### src/rtl/vend_pkg.sv
// Shared vending definitions: coin encodings, coin values and the credit-stage states.
package vend_pkg;

  localparam logic [1:0] COIN_5   = 2'b00;
  localparam logic [1:0] COIN_10  = 2'b01;
  localparam logic [1:0] COIN_25  = 2'b10;
  localparam logic [1:0] COIN_100 = 2'b11;

  typedef enum logic [1:0] {
    ST_ACCUM  = 2'd0,
    ST_ARMED  = 2'd1,
    ST_PAYOUT = 2'd2
  } state_e;

  // Face value in cents of a coin code.
  function automatic logic [7:0] coin_value(input logic [1:0] code);
    case (code)
      COIN_5:  return 8'd5;
      COIN_10: return 8'd10;
      COIN_25: return 8'd25;
      default: return 8'd100;
    endcase
  endfunction

endpackage

### src/rtl/coin_credit_unit_if.sv
// Coin mechanism / controller / hopper signal bundle of the credit stage.
interface coin_credit_unit_if #(
  parameter int CREDIT_W = 8
) ();
  logic                coin_valid;
  logic [1:0]          coin_code;
  logic                cancel;
  logic                change_returned;
  logic                coin_inserted;
  logic                coin_reject;
  logic                payout_valid;
  logic [1:0]          payout_code;
  logic                payout_ready;
  logic [CREDIT_W-1:0] credit;
  logic                busy;

  // Credit stage side.
  modport slave (
    input  coin_valid, coin_code, cancel, change_returned, payout_ready,
    output coin_inserted, coin_reject, payout_valid, payout_code, credit, busy
  );

  // Environment side (coin mechanism, controller and hopper).
  modport master (
    output coin_valid, coin_code, cancel, change_returned, payout_ready,
    input  coin_inserted, coin_reject, payout_valid, payout_code, credit, busy
  );
endinterface

### src/rtl/payout_selector.sv
// Greedy change selection: largest of 25/10/5 that fits in the remaining credit.
module payout_selector
  import vend_pkg::*;
#(
  parameter int CREDIT_W = 8
) (
  input  logic [CREDIT_W-1:0] credit_i,
  output logic [1:0]          code_o,
  output logic [CREDIT_W-1:0] value_o
);

  // Pick the coin; 100 is never paid out, and credit is always a multiple of 5.
  always_comb begin
    if (credit_i >= CREDIT_W'(25))      code_o = COIN_25;
    else if (credit_i >= CREDIT_W'(10)) code_o = COIN_10;
    else                                code_o = COIN_5;
  end

  assign value_o = CREDIT_W'(coin_value(code_o));

endmodule

### src/rtl/coin_credit_unit.sv
// Credit accumulation, purchase arming and change/refund payout ahead of the vending controller.
module coin_credit_unit
  import vend_pkg::*;
#(
  parameter int PRICE      = 75,
  parameter int MAX_CREDIT = 200,
  parameter int CREDIT_W   = 8
) (
  input logic               clk,
  input logic               reset,
  coin_credit_unit_if.slave bus
);

  localparam logic [CREDIT_W-1:0] PRICE_C = CREDIT_W'(PRICE);
  localparam logic [CREDIT_W:0]   PRICE_W = {1'b0, PRICE_C};
  localparam logic [CREDIT_W:0]   MAX_W   = (CREDIT_W+1)'(MAX_CREDIT);

  state_e              state_q;
  logic [CREDIT_W-1:0] credit_q;
  logic                coin_reject_q;
  logic                payout_valid_q;
  logic [1:0]          payout_code_q;
  logic [CREDIT_W-1:0] payout_value_q;

  logic [CREDIT_W-1:0] coin_val;
  logic [CREDIT_W:0]   coin_sum;
  logic                handshake;
  logic [CREDIT_W-1:0] credit_after_pay;
  logic [CREDIT_W-1:0] sel_credit;
  logic [1:0]          sel_code;
  logic [CREDIT_W-1:0] sel_value;

  // One bit of headroom so an overflowing coin is caught before it wraps.
  assign coin_val  = CREDIT_W'(coin_value(bus.coin_code));
  assign coin_sum  = {1'b0, credit_q} + {1'b0, coin_val};

  // On a handshake the next coin is chosen from what remains after this one,
  // so consecutive coins can go out on consecutive cycles.
  assign handshake        = payout_valid_q & bus.payout_ready;
  assign credit_after_pay = credit_q - payout_value_q;
  assign sel_credit       = handshake ? credit_after_pay : credit_q;

  payout_selector #(.CREDIT_W(CREDIT_W)) u_payout_selector (
    .credit_i (sel_credit),
    .code_o   (sel_code),
    .value_o  (sel_value)
  );

  // Credit FSM with registered reject and hopper request outputs.
  always_ff @(posedge clk or posedge reset) begin
    if (reset) begin
      state_q        <= ST_ACCUM;
      credit_q       <= '0;
      coin_reject_q  <= 1'b0;
      payout_valid_q <= 1'b0;
      payout_code_q  <= COIN_5;
      payout_value_q <= '0;
    end else begin
      coin_reject_q <= 1'b0;
      case (state_q)
        ST_ACCUM: begin
          if (bus.cancel) begin
            // Cancel wins over a simultaneous coin; that coin goes to the chute.
            coin_reject_q <= bus.coin_valid;
            if (credit_q != '0) state_q <= ST_PAYOUT;
          end else if (bus.coin_valid) begin
            if (coin_sum > MAX_W) begin
              coin_reject_q <= 1'b1;
            end else begin
              credit_q <= coin_sum[CREDIT_W-1:0];
              if (coin_sum >= PRICE_W) state_q <= ST_ARMED;
            end
          end
        end
        ST_ARMED: begin
          // No abort once armed: cancel is ignored and coins are refused.
          coin_reject_q <= bus.coin_valid;
          if (bus.change_returned) begin
            credit_q <= credit_q - PRICE_C;
            state_q  <= (credit_q == PRICE_C) ? ST_ACCUM : ST_PAYOUT;
          end
        end
        ST_PAYOUT: begin
          coin_reject_q <= bus.coin_valid;
          if (!payout_valid_q) begin
            payout_valid_q <= 1'b1;
            payout_code_q  <= sel_code;
            payout_value_q <= sel_value;
          end else if (bus.payout_ready) begin
            credit_q <= credit_after_pay;
            if (credit_after_pay == '0) begin
              payout_valid_q <= 1'b0;
              state_q        <= ST_ACCUM;
            end else begin
              payout_code_q  <= sel_code;
              payout_value_q <= sel_value;
            end
          end
        end
        default: state_q <= ST_ACCUM;
      endcase
    end
  end

  assign bus.coin_inserted = (state_q == ST_ARMED);
  assign bus.busy          = (state_q == ST_PAYOUT);
  assign bus.coin_reject   = coin_reject_q;
  assign bus.payout_valid  = payout_valid_q;
  assign bus.payout_code   = payout_code_q;
  assign bus.credit        = credit_q;

endmodule

### src/flat_wrapper.sv
// flat-port wrapper written by rule: the top's interface ports become plain ports
module coin_credit_unit_flat import vend_pkg::*;
#(
  parameter int PRICE      = 75,
  parameter int MAX_CREDIT = 200,
  parameter int CREDIT_W   = 8
)
  (clk, reset, bus_coin_valid, bus_coin_code, bus_cancel, bus_change_returned, bus_payout_ready, bus_coin_inserted, bus_coin_reject, bus_payout_valid, bus_payout_code, bus_credit, bus_busy);
  coin_credit_unit_if #(.CREDIT_W(CREDIT_W)) bus_i ();
  input logic clk;
  input logic reset;
  input wire logic [$bits(bus_i.coin_valid)-1:0] bus_coin_valid;
  input wire logic [$bits(bus_i.coin_code)-1:0] bus_coin_code;
  input wire logic [$bits(bus_i.cancel)-1:0] bus_cancel;
  input wire logic [$bits(bus_i.change_returned)-1:0] bus_change_returned;
  input wire logic [$bits(bus_i.payout_ready)-1:0] bus_payout_ready;
  output wire logic [$bits(bus_i.coin_inserted)-1:0] bus_coin_inserted;
  output wire logic [$bits(bus_i.coin_reject)-1:0] bus_coin_reject;
  output wire logic [$bits(bus_i.payout_valid)-1:0] bus_payout_valid;
  output wire logic [$bits(bus_i.payout_code)-1:0] bus_payout_code;
  output wire logic [$bits(bus_i.credit)-1:0] bus_credit;
  output wire logic [$bits(bus_i.busy)-1:0] bus_busy;
  assign bus_i.coin_valid = bus_coin_valid;
  assign bus_i.coin_code = bus_coin_code;
  assign bus_i.cancel = bus_cancel;
  assign bus_i.change_returned = bus_change_returned;
  assign bus_i.payout_ready = bus_payout_ready;
  assign bus_coin_inserted = bus_i.coin_inserted;
  assign bus_coin_reject = bus_i.coin_reject;
  assign bus_payout_valid = bus_i.payout_valid;
  assign bus_payout_code = bus_i.payout_code;
  assign bus_credit = bus_i.credit;
  assign bus_busy = bus_i.busy;
  coin_credit_unit #(.PRICE(PRICE), .MAX_CREDIT(MAX_CREDIT), .CREDIT_W(CREDIT_W)) u_core (.clk(clk), .reset(reset), .bus(bus_i));
endmodule
### config.mk
export PLATFORM = sky130hd
export DESIGN_NAME = coin_credit_unit_flat
export DESIGN_NICKNAME = d
export VERILOG_FILES = /design/src/rtl/vend_pkg.sv /design/src/rtl/coin_credit_unit_if.sv /design/src/rtl/payout_selector.sv /design/src/rtl/coin_credit_unit.sv /design/src/flat_wrapper.sv
export SDC_FILE = /design/constraint.sdc
export NUM_CORES = 1
export LEC_CHECK = 0
export ABC_AREA = 1
export CORE_MARGIN = 2
export CORE_UTILIZATION = 42
export DETAILED_ROUTE_END_ITERATION = 8
export PLACE_DENSITY = 0.67
export SLEW_MARGIN = 20
export SYNTH_ARGS = -nofsm -noshare
export SYNTH_HDL_FRONTEND = slang
export SYNTH_SLANG_ARGS = --single-unit
### constraint.sdc
create_clock -name clk -period 3.2 [get_ports clk]
set_input_delay 0.64 -clock clk [delete_from_list [all_inputs] [get_ports clk]]
set_output_delay 0.64 -clock clk [all_outputs]
set_load 0.01 [all_outputs]
## Word level (Yosys, flattened, before mapping)

Index checks and enable logic that the tools add are counted.

| operators by class | value |
|---|---|
| $add $sub $neg | 3 |
| eq/ne operators | 20 |
| reduce and logical (&&, ||, !) cells | 10 |
| bitwise logic cells | 1 |
| muxes and demuxes | 36 |
| magnitude comparators | 4 |

Operator list:

| kind | number |
|---|---|
| $mux W8 | 10 |
| $pmux W7 S3 | 2 |
| $mux W2 | 14 |
| $pmux W8 S3 | 1 |
| $ne A2 B2 Y1 const B | 7 |
| $add A8 B7 Y9 | 1 |
| $ge A9 B7 Y1 const B | 1 |
| $gt A9 B8 Y1 const B | 1 |
| $eq A8 B7 Y1 const B | 1 |
| $ge A8 B4 Y1 const B | 1 |
| $ge A8 B5 Y1 const B | 1 |
| $logic_not A8 Y1 | 1 |
| $reduce_and A8 Y1 | 1 |
| $reduce_bool A8 Y1 | 1 |
| $sub A8 B7 Y8 const B | 1 |
| $sub A8 B8 Y8 | 1 |
| $mux W1 | 7 |
| $reduce_and A7 Y1 | 1 |
| $eq A2 B1 Y1 const B | 3 |
| $eq A2 B2 Y1 const B | 3 |
| $logic_not A2 Y1 | 3 |
| $ne A3 B2 Y1 const B | 2 |
| $ne A3 B3 Y1 const B | 2 |
| $pmux W2 S3 | 1 |
| other kinds (6) | 7 |

| word-level totals | value |
|---|---|
| input bits | 8 |
| word-level logic and storage cells | 80 |
| output and inout port bits | 14 |
| register bits after elaboration | 22 |

## Logic depth before layout (Yosys ltp)

| depth | value |
|---|---|
| depth after elaboration | 10 |
| gate-level depth with buffers | 19 |

## Cells and area by module

From an unflattened synthesis, not the netlist that was laid out.

| second synthesis, totals | value |
|---|---|
| cell total of the unflattened synthesis | 381 |
| area total of the unflattened synthesis | 2533.7 µm² |

Modules (own cells, without submodules):

| module | area an instance (µm²) | times used | cells each | sequential area each (µm²) |
|---|---|---|---|---|
| coin_credit_unit | 2381.0 | 1 | 350 | 550.5 |
| payout_selector | 152.6 | 1 | 31 | 0.0 |

## Worst setup path before layout

Ideal clock, no wire load.

| timing path | value |
|---|---|
| path kind | input-to-reg |
| start | input port bus_coin_code[0] |
| end | register u_core.credit_q[6], in the netlist u_core.bus.credit[6] |
| data arrival time | 2.454 ns |
| stages | 19 |
| setup time | 0.122 ns |
| required time | 3.078 ns |
| setup slack | 0.624 ns |
| path through | inv_1 -> ha_1 -> inv_1 -> ha_1 -> nand2_1 -> inv_1 -> nand2_1 -> nand3_1 -> nand2_1 -> nand2_1 -> nor2_1 -> nand3_1 -> nand3_2 -> nand2_2 -> nand2_4 -> nand2_4 -> buf_12 -> nand2_2 -> o21ai_2 |

| on the way | value |
|---|---|
| longest elaborated chain between the ends | 7 |
| elaborated cells between the ends (all ways) | 12 |
| classes of those cells | 1 x add/sub; 1 x order compare; 3 x eq/ne; 5 x mux; 2 x reduce/logical |

RTL lines:

| item | line | source |
|---|---|---|
| from (decl) | flat_wrapper.sv:13 | `input wire logic [$bits(bus_i.coin_code)-1:0] bus_coin_code;` |
| $eq A2 B2 Y1, or another cell as far along | vend_pkg.sv:17 | `case (code)` |
| $pmux W7 S3 (*) | vend_pkg.sv:17 |  |
| $add A8 B7 Y9 (*) | coin_credit_unit.sv:35 | `assign coin_sum = {1'b0, credit_q} + {1'b0, coin_val};` |
| parallel branches: the longest is 4 deep, another holds $gt A9 B8 Y1 | n/a |  |
| to (signal assigned) | coin_credit_unit.sv:70 | `credit_q <= coin_sum[CREDIT_W-1:0];` |
| to (signal assigned) | coin_credit_unit.sv:79 | `credit_q <= credit_q - PRICE_C;` |
| to (signal assigned) | coin_credit_unit.sv:90 | `credit_q <= credit_after_pay;` |
| to (decl) | coin_credit_unit.sv:19 | `logic [CREDIT_W-1:0] credit_q;` |

Mark *: on every way between the ends. The select of a mux whose other input is x is not followed.
A chain may end at the register's enable or synchronous reset.

## Final worst setup path

| timing path | value |
|---|---|
| start | input port bus_coin_code[0] |
| end | register u_core.credit_q[1], in the netlist u_core.bus.credit[1] |

Same word-level chain as after synthesis.

==> flow_summary.toml <==
[global_routing]
antenna_found_initial = 0
track_usage_pct = 20.79
grt_max_degree = 19
grt_pass1_vias = 2168
grt_first_pass_wirelength_microns = 10130
overflow = 0

[final_layout]
regArea_sq_um = 450.4
layout-drive-gt1-share_pct = 11.50
multi_input_area_sq_mm = 0.001544
num-nets-final = 408
antenna_cells = 0
area_growth_syn_to_layout_pct = 16.90
fill_cells = 555

[critical_path]
r2r-start = "u_core.bus.credit[0]$_DFFE_PP0P_"
cp-startpoint = "bus_coin_code[0]"
critPathCaptureType = "flip-flop"
worstSetupPathType = "in2reg"
cp_max_fo = 15
critical_path_required_ns = 3.39
worstReg2RegEnd = "u_core.bus.payout_code[0]$_DFFE_PP0P_"
startpoint_type = "primary input"
cp.arrival_ns = 3.19
crit_end = "u_core.bus.credit[1]$_DFFE_PP0P_"
rrSetupSlack_ns = 0.49
reg2regPathDepth = 13

[outcome]
status = "finished clean"

[min_path]
hold_class = "reg2reg"

[logic_synthesis]
syn-instance-count = 346
syn_nets = 379
syn_avg_cell_area_sq_um = 6.462
synth_seq_cells = 18
synth_warnings = 0
synthesis.area_sq_mm = 0.002236
ys_seq_area_share_pct = 20.15
synth.distinct_cells = 37

[run]
drv_cap = 0

[detailed_routing]
drc_errors = 0
dr.pass1.iters = 5
wire_per_inst_microns = 13.07
routed-via-count = 2274
ant_nets = 0
drt-initial-drc-count = 201
drt_wl_total_microns = 5801
viasPerCell = 5.122

[placement]
place_congestion = 0.9290
post-place-ws_ns = -0.07351
port_buffers = 21
dp_hpwl_microns = 4716

[cts]
cts-root-buf = "clkbuf_8"
h-tree-depth = 1
numCtsBuffers = 3
clock_path_buffers = 2
cts.reportedPaths.clkPinSlew_ns = 0.07
clk_latency_ns = 0.26
clock_sinks = 18
post_cts_resized = 0
post_cts_buffers = 0
cts_hold_buffers = 0
cts_tree = "done"

[floorplan]
die_x_microns = 76.96
num_rows = 26
die_area_sq_mm = 0.005923
ios = 22
core_sq_mm = 0.005107
start_util_pct = 43.78
die_h_microns = 76.96

[sta]
setup_slack_ns = 0.2058
finalClockSkew_ns = 0.004176
fmax_mhz = 334.0
period_needed_ns = 2.994
drv_slew = 0
worst_pin_slew_ns = 0.7492
final-setup-viol-count = 0
fin_crit_sh_pct = 93.57
finalHoldViolCount = 0
rsz0062_at_grt = "false"
setup_tns_ns = 0
worst_hold_slack_ns = 0.5377
slew_headroom_pct = 50.00

[power]
vdd_drop_max_mv = 0.4133
p_leak_nw = 1.332
power_density_mw_per_mm2 = 1203
p_total_w = 0.003146
final cells by class:
cell class | count | area share, %
Clock buffer | 4 | 2.106
Inverter | 53 | 7.611
Multi-Input combinational cell | 269 | 59.07
Sequential cell | 18 | 17.23
Tap cell | 70 | 3.351
Timing Repair Buffer | 30 | 10.63
through the flow:
step / util (%) / instance area [sq um] / instances
after floorplan: - / 2236 / 346
final: 51.18 / 2614 / 444
after global routing: 51.18 / 2614 / 444
after CTS: 51.08 / 2609 / 444
after global placement: 50.00 / 2554 / 440
after detailed placement: 50.00 / 2554 / 440
placed cells by master, fill, tap and decap left out, types with 3 or more instances in the layout:
master | Yosys | routed
clkdlybuf4s50_1 | 0 | 21
nor3_1 | 3 | 3
dfrtp_1 | 18 | 18
a21oi_1 | 21 | 21
nand2_2 | 8 | 8
clkbuf_8 | 0 | 4
nand3_1 | 31 | 31
nand2_4 | 4 | 4
nand2_1 | 89 | 89
ha_1 | 23 | 22
o211ai_1 | 3 | 3
o21ai_2 | 7 | 7
o21ai_0 | 14 | 14
o22ai_1 | 5 | 5
nand4_1 | 8 | 8
o21ai_1 | 5 | 5
inv_2 | 4 | 4
nor2_1 | 29 | 28
inv_1 | 49 | 49
buf_4 | 2 | 9
synth_stat cells:
cell type	instances	area share, %
a21o_1	1	0.34
a21oi_1	21	4.7
a21oi_2	1	0.39
a221o_1	1	0.45
a31oi_1	1	0.28
buf_12	1	0.90
buf_2	1	0.22
buf_4	2	0.67
clkbuf_1	2	0.34
dfrtp_1	18	20
fa_1	2	1.8
ha_1	23	13
inv_1	49	8.2
inv_2	4	0.67
nand2_1	89	15
nand2_2	8	2.2
nand2_4	4	2.0
nand3_1	31	6.9
nand3_2	2	0.90
nand3b_1	2	0.67
nand4_1	8	2.2
nor2_1	29	4.9
nor2_4	1	0.50
nor3_1	3	0.67
nor3b_1	1	0.34
nor4_1	1	0.28
o211ai_1	3	1.0
o21ai_0	14	3.1
o21ai_1	5	1.1
o21ai_2	7	2.7
o21bai_1	1	0.34
o22ai_1	5	1.4
o31ai_1	1	0.34
or2_1	1	0.28
or2_2	1	0.28
xnor2_1	1	0.39
xor2_1	1	0.39
critical path: stages:
cell             delay, ns
clkdlybuf4s50_1       0.48
inv_1                 0.06
ha_1                  0.29
inv_1                 0.04
ha_1                  0.32
a21oi_1               0.20
nand2_1               0.13
nand2_2               0.10
nand2_1               0.07
nand2_1               0.07
nand2_2               0.06
a21oi_2               0.11
nand3_2               0.09
nand2_2               0.10
nand2_4               0.06
nand2_4               0.18
nand2_1               0.10
o21ai_2               0.07
cell families (layout without fill, tap and decap cells):
kind of cell,count (synthesis),after routing,share of synthesized area [%]
flip-flops,18,18,20.15
XOR/XNOR,2,2,0.7836
AO/OA/AOI/OAI,61,61,16.23
buffers and inverters,59,87,11.02
adder cells (fa/ha/maj),25,25,14.66
AND/OR/NAND/NOR,181,181,37.16
state kept, by name (all words and copies together) (netlist names):
signal / cells
u_core.bus.coin_reject: 1
u_core.bus.payout_valid: 1
u_core.bus.credit: 8
u_core.bus.payout_code: 2
u_core.payout_value_q: 4
u_core.state_q: 2
report_power, final:
group	internal, W	switching [W]	total, W
Sequential	0.000337	0.000171	0.000509
Clock	0.000110	0.0000860	0.000196
Combinational	0.000964	0.00148	0.00244
Total	0.00141	0.00173	0.00315
worst min-delay path by stage:
stage          depth (start not counted)  slack, ns                                  from                                   end
6_report                               2       0.54  u_core.payout_value_q[0]$_DFFE_PP0P_  u_core.payout_value_q[0]$_DFFE_PP0P_
3_5_place_dp                           2       0.52  u_core.payout_value_q[0]$_DFFE_PP0P_  u_core.payout_value_q[0]$_DFFE_PP0P_
2_1_floorplan                          2       0.48  u_core.payout_value_q[5]$_DFFE_PP0P_  u_core.payout_value_q[5]$_DFFE_PP0P_
5_1_grt                                2       0.57  u_core.payout_value_q[0]$_DFFE_PP0P_  u_core.payout_value_q[0]$_DFFE_PP0P_
4_1_cts                                2       0.54  u_core.payout_value_q[0]$_DFFE_PP0P_  u_core.payout_value_q[0]$_DFFE_PP0P_
3_3_place_gp                           2       0.52  u_core.payout_value_q[5]$_DFFE_PP0P_  u_core.payout_value_q[5]$_DFFE_PP0P_
routing by layer:
layer  GRT usage (%)  wire length, microns  vias to the layer above
met4           5.091                    91                        0
met2           33.68                  2617                       74
met1           28.71                  2697                     1003
li1                -                     -                     1189
met5               0                     0                        -
met3           3.529                   395                        8
(Power assumes the default switching activity.)
